<file path="config.mk">
export PLATFORM = sky130hd
export DESIGN_NAME = fp_add_arbiter
export DESIGN_NICKNAME = d
export VERILOG_FILES = /design/src/rtl/fp_add_arbiter.sv
export SDC_FILE = /design/constraint.sdc
export NUM_CORES = 1
export LEC_CHECK = 0
export ABC_AREA = 1
export BUFFER_PORTS_ARGS = -buffer_cell sky130_fd_sc_hd__buf_2
export CAP_MARGIN = 20
export CORE_AREA = 5 5 153 155
export CTS_CLUSTER_DIAMETER = 150
export DETAILED_ROUTE_END_ITERATION = 6
export DIE_AREA = 0 0 158 160
export HOLD_SLACK_MARGIN = 0.06
export SYNTH_ARGS = -nofsm -noshare
export SYNTH_HDL_FRONTEND = slang
export SYNTH_SLANG_ARGS = --single-unit
</file>
<file path="constraint.sdc">
create_clock -name i_sys_clk -period 3.86 [get_ports i_sys_clk]
set_input_delay 0.772 -clock i_sys_clk [delete_from_list [all_inputs] [get_ports i_sys_clk]]
set_output_delay 0.772 -clock i_sys_clk [all_outputs]
set_load 0.01 [all_outputs]
</file>
<file path="src/rtl/fp_add_arbiter.sv">
// ---------------------------------------------------------------------------
// fp_add_arbiter
//   Shares one pipelined floating-point add/sub unit among NREQ requesters.
//   One requester wins per cycle; its operands are registered into the adder
//   and a one-hot tag rides a LAT+1 deep shift register so the result can be
//   routed back to the owner in exactly the cycle the adder produces it.
//
//   Build option: define FPARB_FIXED_PRIO_EN for fixed priority arbitration
//   (lowest index wins, no rotation pointer). Default is round-robin.
//
// Ports
//   i_sys_clk     system clock
//   i_rst         synchronous active-high reset
//   i_req         per-requester request, held with stable operands until granted
//   i_opa/i_opb   operands, requester i in bits [i*DW +: DW]
//   i_isadd       per-requester op select, 1 = a+b, 0 = a-b
//   o_gnt         combinational one-hot grant (accepted on the next rising edge)
//   o_add_a/b     registered adder operands
//   o_add_sub     registered add/sub select to the adder
//   i_add_result  adder result
//   o_rsp_valid   one-hot single-cycle pulse naming the owner of i_add_result
//   o_rsp_data    pass-through of i_add_result
//   o_busy        high while any op is in flight or being requested
// ---------------------------------------------------------------------------

// Per-requester operand gate: a lane drives its bundle only when granted, so
// OR-ing all lanes forms the one-hot operand mux.
module fp_add_arbiter_lane #(
    parameter int DW = 32
) (
    input  logic          i_gnt,
    input  logic [DW-1:0] i_opa,
    input  logic [DW-1:0] i_opb,
    input  logic          i_isadd,
    output logic [2*DW:0] o_sel
);
    assign o_sel = i_gnt ? {i_opa, i_opb, i_isadd} : '0;
endmodule

module fp_add_arbiter #(
    parameter int NREQ = 4,
    parameter int LAT  = 7,
    parameter int DW   = 32
) (
    input  logic               i_sys_clk,
    input  logic               i_rst,
    input  logic [NREQ-1:0]    i_req,
    input  logic [NREQ*DW-1:0] i_opa,
    input  logic [NREQ*DW-1:0] i_opb,
    input  logic [NREQ-1:0]    i_isadd,
    output logic [NREQ-1:0]    o_gnt,
    output logic [DW-1:0]      o_add_a,
    output logic [DW-1:0]      o_add_b,
    output logic               o_add_sub,
    input  logic [DW-1:0]      i_add_result,
    output logic [NREQ-1:0]    o_rsp_valid,
    output logic [DW-1:0]      o_rsp_data,
    output logic               o_busy
);
    localparam int OPW = 2*DW + 1;
    localparam int IFW = $clog2(LAT + 2);

    typedef struct packed {
        logic [DW-1:0] a;
        logic [DW-1:0] b;
        logic          add;
    } op_t;

    logic [NREQ-1:0]           w_gnt;
    logic                      w_accept;
    logic [NREQ-1:0][OPW-1:0]  w_lane_sel;
    logic [OPW-1:0]            w_sel_vec;
    op_t                       w_sel;
    logic                      w_rsp_any;

    logic [DW-1:0]             r_add_a;
    logic [DW-1:0]             r_add_b;
    logic                      r_add_sub;
    logic [LAT:0][NREQ-1:0]    r_vld_pipe;
    logic [IFW-1:0]            r_inflight;

    // ---------------- arbitration ----------------
`ifdef FPARB_FIXED_PRIO_EN
    always_comb begin
        w_gnt = '0;
        for (int i = NREQ-1; i >= 0; i--) begin
            if (i_req[i]) begin
                w_gnt    = '0;
                w_gnt[i] = 1'b1;
            end
        end
    end
`else
    localparam int RRW = $clog2(NREQ);

    logic [RRW-1:0] r_rr;
    logic [RRW-1:0] w_win;
    logic           w_found;
    logic [RRW-1:0] w_rr_nxt;

    // Search starts at r_rr and wraps modulo NREQ (NREQ need not be 2^n).
    function automatic int rr_idx(input int base, input int k);
        return (base + k) % NREQ;
    endfunction

    always_comb begin
        w_gnt   = '0;
        w_win   = '0;
        w_found = 1'b0;
        for (int k = 0; k < NREQ; k++) begin
            if (!w_found && i_req[rr_idx(int'(r_rr), k)]) begin
                w_gnt[rr_idx(int'(r_rr), k)] = 1'b1;
                w_win   = RRW'(rr_idx(int'(r_rr), k));
                w_found = 1'b1;
            end
        end
    end

    assign w_rr_nxt = (w_win == RRW'(NREQ-1)) ? '0 : w_win + 1'b1;

    always_ff @(posedge i_sys_clk) begin
        if (i_rst)         r_rr <= '0;
        else if (w_accept) r_rr <= w_rr_nxt;
    end
`endif

    assign w_accept = |w_gnt;
    assign o_gnt    = w_gnt;

    // ---------------- operand select ----------------
    for (genvar g = 0; g < NREQ; g++) begin : g_lane
        fp_add_arbiter_lane #(.DW(DW)) u_lane (
            .i_gnt   (w_gnt[g]),
            .i_opa   (i_opa[g*DW +: DW]),
            .i_opb   (i_opb[g*DW +: DW]),
            .i_isadd (i_isadd[g]),
            .o_sel   (w_lane_sel[g])
        );
    end

    always_comb begin
        w_sel_vec = '0;
        for (int i = 0; i < NREQ; i++) w_sel_vec = w_sel_vec | w_lane_sel[i];
    end
    assign w_sel = w_sel_vec;

    always_ff @(posedge i_sys_clk) begin
        if (i_rst) begin
            r_add_a   <= '0;
            r_add_b   <= '0;
            r_add_sub <= 1'b0;
        end else if (w_accept) begin
            r_add_a   <= w_sel.a;
            r_add_b   <= w_sel.b;
            r_add_sub <= w_sel.add;
        end
    end

    // ---------------- tag pipeline ----------------
    // Stage 0 is loaded alongside the operand registers, so stage LAT lines up
    // with the adder output LAT cycles after the operands are presented.
    always_ff @(posedge i_sys_clk) begin
        if (i_rst) r_vld_pipe <= '0;
        else       r_vld_pipe <= {r_vld_pipe[LAT-1:0], w_gnt};
    end

    assign w_rsp_any = |r_vld_pipe[LAT];

    always_ff @(posedge i_sys_clk) begin
        if (i_rst) begin
            r_inflight <= '0;
        end else if (w_accept && !w_rsp_any) begin
            r_inflight <= r_inflight + 1'b1;
        end else if (!w_accept && w_rsp_any) begin
            r_inflight <= r_inflight - 1'b1;
        end
    end

    assign o_add_a     = r_add_a;
    assign o_add_b     = r_add_b;
    assign o_add_sub   = r_add_sub;
    assign o_rsp_valid = r_vld_pipe[LAT];
    assign o_rsp_data  = i_add_result;
    assign o_busy      = (r_inflight != '0) | (|i_req);
endmodule
</file>
==> impl_summary.md, run 1 <==
Critical path
The worst setup path is launched from a flop. Together, buffers and inverters on the worst path number 4. The critical path is of the flop to output pin type. In this run the worst path has a maximum fanout of 67. STA puts the critical path data required time at 3090 ps.

The slowest stage of the critical path is the sky130_fd_sc_hd__dfxtp_1 cell. STA classifies the critical path endpoint as an output pin. The first element of the critical path is r_rr[1].

The kind of cell with the highest combined delay along the critical path is buffers and inverters. Traced cell by cell, the critical path runs through inv_2 > ha_1 > inv_1 > nand3_1 > nand2_1 > nor2_2 > a21oi_1 > nand3_2 > buf_6 > buf_2. At the worst endpoint, the arrival time is 2750 ps. The startpoint of the most critical register-to-register path is r_rr[1]. In this design, the stage delay of the slowest critical-path cell is 470 ps.

Global route
The initial antenna violation count came to 0. The via count of the first global-routing pass came to 6,476. The global-route wire length before repair is 32,900 µm. Entering global routing, the biggest net connects 68 pins. For this run, the total global-route usage over all layers was measured as 16.1%. The total congestion overflow is 0.

Die
The die covers 25,300 µm². The region available for standard cell placement spans 21,700 µm². The number of placement rows is 54. The y dimension of the die is 160 µm.

The overall die width is 158 µm. The boundary pin count is 404. The initial utilization of the core area, before any placement, comes to 27.5%.

CTS
The H-tree was split into 3 levels. The clock slew seen by the registers of the worst setup and hold paths is 80 ps. The post-cts sizing count is 0.

For the worst-skew pair, the clock arrives at the later sink with an insertion delay of 350 ps. After clock tree synthesis, the setup repair step added 0 buffers. TritonCTS built the clock tree.

Clock tree synthesis inserted a total of 9 buffers. The maximum count of clock buffers along a single path is 2. The CTS sink count is 103. The root buffer cell is sky130_fd_sc_hd__clkbuf_16. After clock tree synthesis, the flow added hold-fix buffers numbering 0.

Min path
In this run the worst hold path is classified as flop to flop. The worst hold path begins at r_vld_pipe[15].

Synth
The biggest area contributor in the post-synthesis netlist is sky130_fd_sc_hd__dfxtp_1. Yosys mapped the design onto 28 distinct sky130hd cell types. Yosys instantiated no cell more often than sky130_fd_sc_hd__nand2_1. The cell area that synthesis handed to floorplanning was 5970 µm².

Yosys attributes the largest share of cell area to sky130_fd_sc_hd__dfxtp_1 35%, sky130_fd_sc_hd__nand2_1 27%, sky130_fd_sc_hd__nand3_1 6.4%. After synthesis, flip-flops and latches occupy 34.6% of the total area. In the synthesized netlist the async set-or-reset flop fraction comes to 0%.

Of the post-synthesis cell area, the dominant cell type holds 34.6%. Yosys mapped a number of flops with a built-in enable equal to 0. When the netlist entered floorplanning its net count stood at 1,278. After synthesis the netlist holds a flip-flop and latch count of 103.

The number of warning messages in the yosys log is 0. The gate count after technology mapping is 971. Sorting the synthesized cells by how often they occur yields 437 x sky130_fd_sc_hd__nand2_1, 103 x sky130_fd_sc_hd__dfxtp_1, 101 x sky130_fd_sc_hd__nor2_1. The post-synthesis average cell area is 6.14 µm².

The most used flip-flop cell after synthesis is sky130_fd_sc_hd__dfxtp_1.

Layout
The number of antenna diodes in the final layout is 0. Fill cells in the final layout number 2,465. The share of cells above drive strength 1 is 30.7%. From synthesis to final layout, the design area changed by 30.8%.

The final non-filler cell total is 1,522. Measured on the finished design, the core utilization comes to 36.0%. The number of nets at the end of the flow is 1,544.

STA
Setup repair after global routing left no endpoint under its margin. The worst clock skew is 8.30 ps. The total count of hold-check failures in the final report came to 0. For this run, the top clock speed supported by timing is 0.284 GHz.

The slew of the pin with the lowest slew margin is 793 ps. Setup violations remaining at the end of the flow were counted as 0. For the final routed database, the setup TNS stands at 0 ps. The worst-case headroom to the max-slew limit is 47.1%. After layout, the worst path uses 91.2% of the clock period. The clock period minus worst slack is 3520 ps. The final count of pins violating max slew is 0.

Flow run
The count of maximum capacitance violations is 0.

Placed design
In this run, placement finished with an instance count of 1,506. The final weighted congestion in routability-driven placement is 0.805. During placement, the flow inserted port buffers numbering 339.

After legalization and detailed placement, the total HPWL measured 16,600 µm.

Power and ir drop
The analysis attributes to net switching a power of 3.97 mW. The share of total power in combinational logic is 66.1%. Of the total power, registers draw 21.4%. The internal power of the cells is 3.42 mW. Per report_power, the clock group accounts for 12.6% of the total.

The leakage power is 4.33 nW. The maximum ir drop on the vdd rail is 0.866 mV. Power spread over the standard cell area amounts to 946 nW/µm². The switching share of power is 53.7%.

Drt
The number of optimization iterations in the first detailed-route pass is 4. The total wirelength of the detailed-routed design is 21,900 µm. The first routing iteration left 342 violations. The wire length per cell after detailed routing is 14.4 µm.

In this run the remaining antenna-violating nets after routing total 0. In the routed layout, each cell is associated on average with a via count of 4.45. The routed layout has 6,769 vias. The final routed DRC violation total is 0.

Run status
The run finished with clean final reports.
==> path summary, 6_finish.rpt <==
path / end / slack, ps / cells past startpoint
min reg2reg: r_vld_pipe[19] / 390 / 2
min: r_vld_pipe[19] / 390 / 2
max reg2reg: r_inflight[3] / 450 / 19
max: o_gnt[1] / 340 / 10
==> cell families after synthesis <==
logic type / count (synthesis) / synth area share (%)
buffers and inverters: 141 / 13.2
AOI/OAI and AO/OA: 80 / 6.92
and+or+nand+nor: 635 / 42.9
xor gates and xnor gates: 3 / 0.441
DFF: 103 / 34.6
adders and majority gates: 9 / 2.01
==> cell type report <==
cell class	count	area, µm²	share of cell area [%]
clock inverter	7	78.8	1.01
timing repair buffer	349	1780	22.8
clock buffer	9	225	2.89
tap	280	350	4.49
inverter	47	179	2.29
sequential	103	2060	26.4
multi-input combinational	727	3130	40.1
==> per-layer routing <==
metal	GRT usage (%)	vias to the layer above	share of wire, %
li1	-	3508	-
met1	18.9	2979	40
met2	29.1	257	49
met3	4.25	25	9.6
met4	3.64	0	1.4
met5	0	-	0
==> worst register-to-register path, stage by stage (launching register included) <==
cell                       delay (ps)
sky130_fd_sc_hd__dfxtp_1          470
sky130_fd_sc_hd__inv_2            140
sky130_fd_sc_hd__ha_1             360
sky130_fd_sc_hd__inv_1            110
sky130_fd_sc_hd__nand3_1           80
sky130_fd_sc_hd__nand2_1          110
sky130_fd_sc_hd__nand3_1           80
sky130_fd_sc_hd__nor2_1           200
sky130_fd_sc_hd__nand2_1          100
sky130_fd_sc_hd__nand3_2          120
sky130_fd_sc_hd__nor2_4            50
sky130_fd_sc_hd__nand2_1          130
sky130_fd_sc_hd__ha_1             200
sky130_fd_sc_hd__inv_1             90
sky130_fd_sc_hd__ha_1             320
sky130_fd_sc_hd__and3_1           200
sky130_fd_sc_hd__a211oi_1         220
sky130_fd_sc_hd__xor2_1           170
sky130_fd_sc_hd__nand2_1           70
sky130_fd_sc_hd__a21oi_1          110
==> power groups by stage <==
stage	combinational (mW)	sequential, mW	clock [mW]
CTS	4.94	1.58	0.974
global route	5.54	1.62	1.02
global placement	4.88	1.59	0
finish	4.88	1.58	0.927
detailed placement	4.93	1.60	0
floorplan	3.58	1.69	0
==> flip-flops by register name, indices dropped and copies added, names as in the netlist, named ones only <==
name and flops:
o_add_a 32, o_add_b 32, r_vld_pipe 28, o_rsp_valid 4, r_inflight 4, o_add_sub 1, r_rr 1
==> placed cells by master, fill, tap and decap left out, drive strengths merged <==
| master | count |
|---|---|
| nor4 | 3 |
| o21ai | 4 |
| a21oi | 71 |
| nand4 | 4 |
| xor2 | 3 |
| nand2 | 441 |
| buf | 349 |
| inv | 52 |
| clkbuf | 9 |
| and3 | 1 |
| nor2 | 105 |
| a211oi | 1 |
| clkinv | 2 |
| ha | 8 |
| fa | 1 |
| nand3 | 81 |
| dfxtp | 103 |
| a21boi | 4 |
==> per-stage QoR <==
step | hold WS, ps | power (mW) | instance area [µm²] | worst slack [ps]
2_1_floorplan | 388 | 5.27 | 5970 | 624
3_5_place_dp | 392 | 6.53 | 7490 | 361
5_1_grt | 417 | 8.18 | 7800 | 88.4
4_1_cts | 392 | 7.50 | 7800 | 30.5
3_3_place_gp | 389 | 6.47 | 7490 | 457
6_report | 392 | 7.39 | 7800 | 339
No activity file was read; power rests on OpenSTA's default activity.
==> run 2, diff against run 1 <==
--- a/config.mk
+++ b/config.mk
@@ -6,12 +6,12 @@
 export NUM_CORES = 1
 export LEC_CHECK = 0
 export ABC_AREA = 1
-export BUFFER_PORTS_ARGS = -buffer_cell sky130_fd_sc_hd__buf_2
 export CAP_MARGIN = 20
-export CORE_AREA = 5 5 153 155
+export CORE_AREA = 5 5 155 157
 export CTS_CLUSTER_DIAMETER = 150
 export DETAILED_ROUTE_END_ITERATION = 6
-export DIE_AREA = 0 0 158 160
+export DIE_AREA = 0 0 160 162
+export DONT_BUFFER_PORTS = 1
 export HOLD_SLACK_MARGIN = 0.06
 export SYNTH_ARGS = -nofsm -noshare
 export SYNTH_HDL_FRONTEND = slang
==> run 2 against run 1 <==
Utilization is 8.6 points lower. Sequential share of layout area is 7.2 points higher. Critical endpoint unchanged. Design area is 21% lower. Critical path depth is 1 lower.
==> impl_summary.md, run 2 (synthesized netlist as in run 1, its figures left out) <==
Run status
Result of the run: finished clean (unchanged).

Drt
The total vias in the final route is 5,736 (was 6,769). The count of nets left with antenna violations after detail routing was 0 (unchanged). The final routed DRC violation total is 0 (unchanged).

The total wirelength of the detailed-routed design is 19,800 µm (was 21,900 µm). The wire length per cell after detailed routing is 16.7 µm (was 14.4 µm). The number of optimization iterations in the first detailed-route pass is 5 (was 4). The detail-routed via count per cell is 4.84 (was 4.45). The starting DRC count in detailed routing is 295 (was 342).

CTS
The number of buffers inserted during clock tree synthesis came to 9 (unchanged). The quantity of hold-fixing buffers added after cts is 0 (unchanged). The insertion delay of the later-clocked pin in the worst-skew pair is 360 ps (was 350 ps). The post-CTS setup repair buffer count is 0 (unchanged).

The TritonCTS clock tree is done (unchanged). The CTS sink count is 103 (unchanged). The clock slew seen by the registers of the worst setup and hold paths is 90 ps (was 80 ps).

The post-cts sizing count is 0 (unchanged). The number of H-tree levels came to 3 (unchanged). The root buffer cell is sky130_fd_sc_hd__clkbuf_16 (unchanged). The maximum count of clock buffers along a single path was 2 (unchanged).

Power and ir drop
The power per unit of standard cell area came to 1150 nW/µm² (was 946 nW/µm²). The maximum ir drop on the vdd rail was 1.37 mV (was 0.866 mV). The leakage power came to 2.91 nW (was 4.33 nW).

Global route
The via count of the first global-routing pass is 5,443 (was 6,476). The maximum number of pins on one net before global-route repair is 97 (was 68). The all-layer global routing usage is 14.2% (was 16.1%).

The global-route wire length before repair was 29,500 µm (was 32,900 µm). The total congestion overflow is 0 (unchanged). The initial antenna violation count was 0 (unchanged).

Placed design
The post-placement setup slack is 462 ps (was 361 ps). The number of port buffers is 0 (was 339). The total placed instance area is 5810 µm² (was 7490 µm²).

The final weighted congestion in routability-driven placement came to 0.867 (was 0.805). The placed wire-length estimate after detailed placement is 14,200 µm (was 16,600 µm).

Layout
The layout filler cell count was 2,536 (was 2,465). The relative area change from synthesis to final layout is 2.77% (was 30.8%). The number of nets at the end of the flow is 1,202 (was 1,544).

The area occupied by registers was 2060 µm² (about the same). The share of cells above drive strength 1 came to 4.22% (was 30.7%). The area of the multi-input gates is 3160 µm² (was 3130 µm²). The most common cell after layout, fill and taps aside was sky130_fd_sc_hd__nand2_1 (unchanged).

The post-layout instance area is 6130 µm² (was 7800 µm²). Commonest cells after routing, fill and taps aside: 437 x sky130_fd_sc_hd__nand2_1, 103 x sky130_fd_sc_hd__dfxtp_1, 101 x sky130_fd_sc_hd__nor2_1 (was 437 x sky130_fd_sc_hd__nand2_1, 338 x sky130_fd_sc_hd__buf_2, 102 x sky130_fd_sc_hd__dfxtp_1). The antenna diode instance count is 0 (unchanged).

STA
The worst clock skew is 11.8 ps (was 8.30 ps). The total count of hold-check failures in the final report is 0 (unchanged). The final cycle utilization of the critical path is 89.7% (was 91.2%). The clock period minus worst slack is 3460 ps (was 3520 ps). The minimum setup slack in the final design is 399 ps (was 339 ps).

The worst-case headroom to the max-slew limit is 45.1% (was 47.1%). The number of setup violations in the final report is 0 (unchanged). The slew of the pin with the lowest slew margin is 824 ps (was 793 ps). The highest clock rate is 0.289 GHz (was 0.284 GHz). Unrepaired setup endpoints after global routing: false (unchanged). The final count of pins violating max slew was 0 (unchanged). The post-route setup TNS is 0 ps (unchanged).

Critical path
The startpoint class of the critical path is a flop (unchanged). The kind of capture point of the worst setup path was an output pin (unchanged). The class of the most critical setup path is flop to output pin (unchanged). The arrival time at the worst endpoint is 2690 ps (was 2750 ps). The top fanout value on the critical path came to 67 (unchanged). The required time at the endpoint of the critical path was 3090 ps (about the same).

Die
The initial core utilization was 26.7% (was 27.5%). The boundary pin count is 404 (unchanged). The overall die width is 160 µm (was 158 µm). The number of placement rows is 55 (was 54).

The y dimension of the die is 162 µm (was 160 µm). The standard cell core area is 22,400 µm² (was 21,700 µm²). The die footprint is 25,900 µm² (was 25,300 µm²).

Min path
The path category of the worst min-delay check is flop to flop (unchanged).

Flow run
The count of maximum capacitance violations came to 0 (unchanged).
[run 2: area by class of cell]
| cell class | count | share of cell area, % |
|---|---|---|
| Timing Repair Buffer | 7 | 1.04 |
| Sequential cell | 103 | 33.6 |
| Multi-Input combinational cell | 727 | 51.5 |
| Clock inverter | 7 | 1.39 |
| Clock buffer | 9 | 3.67 |
| Inverter | 47 | 2.92 |
| Tap cell | 285 | 5.82 |
[run 2: metal layers]
metal | global-route usage, % | vias up | wire [µm]
li1 | - | 2823 | -
met1 | 17.0 | 2570 | 7880
met2 | 23.7 | 316 | 9260
met3 | 5.15 | 27 | 2130
met4 | 5.01 | 0 | 478
met5 | 0 | - | 0
[run 2: metrics by stage]
step | utilization (%) | total power [mW] | std cells | hold WS, ps
detailed placement | 26.0 | 6.14 | 1169 | 392
CTS | 27.4 | 7.11 | 1185 | 392
floorplan | - | 5.27 | 971 | 388
global route | 27.4 | 7.82 | 1185 | 408
finish | 27.4 | 7.05 | 1185 | 390
global placement | 26.0 | 6.05 | 1169 | 392
[run 2: power by group]
part	internal, mW	leakage [nW]	switching [mW]
registers	1.41	0.848	0.358
clock network	0.465	0.147	0.478
logic	1.29	1.91	3.05
[run 2: critical path, stage by stage, from the launching register on]
cell	delay (ps)
sky130_fd_sc_hd__dfxtp_1	450
sky130_fd_sc_hd__inv_2	130
sky130_fd_sc_hd__ha_1	370
sky130_fd_sc_hd__inv_1	90
sky130_fd_sc_hd__nand3_1	90
sky130_fd_sc_hd__nand2_1	90
sky130_fd_sc_hd__nor2_2	210
sky130_fd_sc_hd__a21oi_1	140
sky130_fd_sc_hd__nand3_4	110
sky130_fd_sc_hd__buf_4	640
[run 2: path summary, 6_finish.rpt]
kind	from	end	slack, ps	cells after the start
max	r_rr[1]	o_gnt[1]	400	9
min	r_vld_pipe[15]	r_vld_pipe[19]	390	2
max reg2reg	r_rr[1]	r_inflight[3]	420	19
min reg2reg	r_vld_pipe[15]	r_vld_pipe[19]	390	2
==> run 3, diff against run 2 <==
==> constraint.sdc (replaced) <==
create_clock -name i_sys_clk -period 3.2 [get_ports i_sys_clk]
set_input_delay 0.64 -clock i_sys_clk [delete_from_list [all_inputs] [get_ports i_sys_clk]]
set_output_delay 0.64 -clock i_sys_clk [all_outputs]
set_load 0.01 [all_outputs]
==> run 3 against run 2 <==
Critical path depth increased by 1. Non-clock buffer count increased by 3. Sequential cell count unchanged. Global-route usage decreased by 0.28 points. Largest cell class unchanged. Combinational power increased by 23%. Die area unchanged. Register-to-register slack got worse by 140 ps. Count of clock-buffer cells in the layout unchanged.
==> impl_summary.md, run 3 (synthesized netlist as in run 1, its figures left out) <==
Run status
Result of the run: finished clean (unchanged).

CTS
The TritonCTS clock tree is done (unchanged). The post-CTS setup repair buffer count came to 0 (unchanged). The maximum count of clock buffers along a single path is 2 (unchanged). The clock slew seen by the registers of the worst setup and hold paths is 80 ps (was 90 ps). The root buffer cell is sky130_fd_sc_hd__clkbuf_16 (unchanged).

The insertion delay of the later-clocked pin in the worst-skew pair came to 360 ps (about the same). The number of H-tree levels was 3 (unchanged). The CTS sink count came to 103 (unchanged). The number of buffers inserted during clock tree synthesis came to 9 (unchanged).

Flow run
The count of maximum capacitance violations is 0 (unchanged).

STA
The final cycle utilization of the critical path is 92.1%. For this run, the top clock speed supported by timing is 0.339 GHz. The slew of the pin with the lowest slew margin is 809 ps (was 824 ps). The total count of hold-check failures in the final report is 0 (unchanged). The final count of pins violating max slew was 0 (unchanged). The post-route setup TNS is 0 ps (unchanged). The number of setup violations in the final report is 0 (unchanged). The tightest hold margin is 357 ps (was 390 ps). The clock period minus worst slack is 2950 ps. The worst clock skew is 14.1 ps (was 11.8 ps). Unrepaired setup endpoints after global routing: false (unchanged). The worst-case headroom to the max-slew limit is 46.0% (was 45.1%).

Drt
The starting DRC count in detailed routing is 253 (was 295). The number of optimization iterations in the first detailed-route pass is 5 (unchanged). The total wirelength of the detailed-routed design was 19,500 µm (was 19,800 µm). The wire length per cell after detailed routing is 16.4 µm (was 16.7 µm). The final routed DRC violation total is 0 (unchanged). The total vias in the final route is 5,720 (was 5,736). The detail-routed via count per cell is 4.81 (was 4.84). The count of nets left with antenna violations after detail routing is 0 (unchanged).

Layout
The area of the multi-input gates is 3210 µm² (was 3160 µm²). The final non-filler cell total was 1,188 (was 1,185). Commonest cells after routing, fill and taps aside: 436 x sky130_fd_sc_hd__nand2_1, 101 x sky130_fd_sc_hd__dfxtp_1, 100 x sky130_fd_sc_hd__nor2_1 (was 437 x sky130_fd_sc_hd__nand2_1, 103 x sky130_fd_sc_hd__dfxtp_1, 101 x sky130_fd_sc_hd__nor2_1). The area occupied by registers is 2060 µm² (about the same). The relative area change from synthesis to final layout came to 4.13% (was 2.77%).

The layout filler cell count came to 2,513 (was 2,536). The fraction of the core area covered by cells at the end of the flow is 27.8% (was 27.4%). The antenna diode instance count is 0 (unchanged). The number of nets at the end of the flow is 1,205 (was 1,202). The most common cell after layout, fill and taps aside is sky130_fd_sc_hd__nand2_1 (unchanged). The share of cells above drive strength 1 came to 5.65% (was 4.22%).

Global route
The all-layer global routing usage is 13.9% (was 14.2%). The total congestion overflow is 0 (unchanged). The global-route wire length before repair is 29,100 µm (was 29,500 µm). The maximum number of pins on one net before global-route repair is 97 (unchanged). The initial antenna violation count came to 0 (unchanged). The via count of the first global-routing pass came to 5,427 (was 5,443).

Die
The overall die width is 160 µm (unchanged). The initial core utilization is 26.7% (unchanged). The standard cell core area came to 22,400 µm² (unchanged). The boundary pin count is 404 (unchanged). The number of placement rows is 55 (unchanged). The die footprint was 25,900 µm² (unchanged). The y dimension of the die is 162 µm (unchanged).

Power and ir drop
The maximum ir drop on the vdd rail was 1.31 mV (was 1.37 mV). The power per unit of standard cell area is 1390 nW/µm² (was 1150 nW/µm²). The final total power came to 8.62 mW (was 7.05 mW). The leakage power came to 2.93 nW (was 2.91 nW).

Placed design
The placed wire-length estimate after detailed placement is 14,000 µm (was 14,200 µm). The final weighted congestion in routability-driven placement is 0.874 (was 0.867). The number of instances in the placed design was 1,172 (was 1,169). The number of port buffers is 0 (unchanged).

Critical path
The class of the most critical setup path is flop to output pin (unchanged). The startpoint class of the critical path was a flop (unchanged). The arrival time at the worst endpoint was 2310 ps (was 2690 ps). The required time at the endpoint of the critical path was 2560 ps (was 3090 ps). The top fanout value on the critical path is 67 (unchanged).

The kind of capture point of the worst setup path is an output pin (unchanged).

Min path
The path category of the worst min-delay check is input port to flop (was flop to flop).
-- run 3: timing repair --
item                       CTS  global route
gates resized for setup      3            12
hold buffers                 0             0
setup endpoints to repair    3             5
-- run 3: metal layers --
layer	GRT usage [%]	up-vias	wire (µm)
met5	0	-	0
met4	5.04	0	469
met3	4.62	28	2110
met2	23.6	317	9270
met1	16.5	2554	7690
li1	-	2821	-
-- run 3: final timing paths --
kind,endpoint,cells past startpoint,from,slack (ps)
max reg2reg,r_inflight[3],19,flop,280
max,o_gnt[3],10,flop,250
min reg2reg,r_vld_pipe[25],2,r_vld_pipe[21],390
min,o_add_b[20],1,i_rst,360
-- run 3: report_power, final --
group | internal [mW] | switching, mW
Clock | 0.560 | 0.575
Combinational | 1.65 | 3.69
Sequential | 1.70 | 0.437
Total | 3.91 | 4.70
-- run 3: through the flow --
step	instance area, µm²	setup slack (ps)
final	6210	252
after global routing	6210	32.7
after CTS	6150	28.3
after detailed placement	5830	55.2
after global placement	5830	174
after floorplan	5980	24.3
-- run 3: area by class of cell --
| class | instances | share of cell area (%) |
|---|---|---|
| multi-input combinational | 727 | 51.6 |
| sequential | 103 | 33.2 |
| tap | 285 | 5.74 |
| clock buffer | 9 | 3.63 |
| inverter | 47 | 2.92 |
| timing repair buffer | 10 | 1.45 |
| clock inverter | 7 | 1.39 |
-- run 3: critical path, cell delays in order, from the launching register on --
cell,delay [ps]
sky130_fd_sc_hd__dfxtp_2,350
sky130_fd_sc_hd__inv_4,60
sky130_fd_sc_hd__ha_4,260
sky130_fd_sc_hd__inv_1,90
sky130_fd_sc_hd__nand3_1,100
sky130_fd_sc_hd__nand2_2,120
sky130_fd_sc_hd__nand3_1,130
sky130_fd_sc_hd__nor2_4,150
sky130_fd_sc_hd__nand2_1,110
sky130_fd_sc_hd__nand3_4,110
sky130_fd_sc_hd__buf_6,460
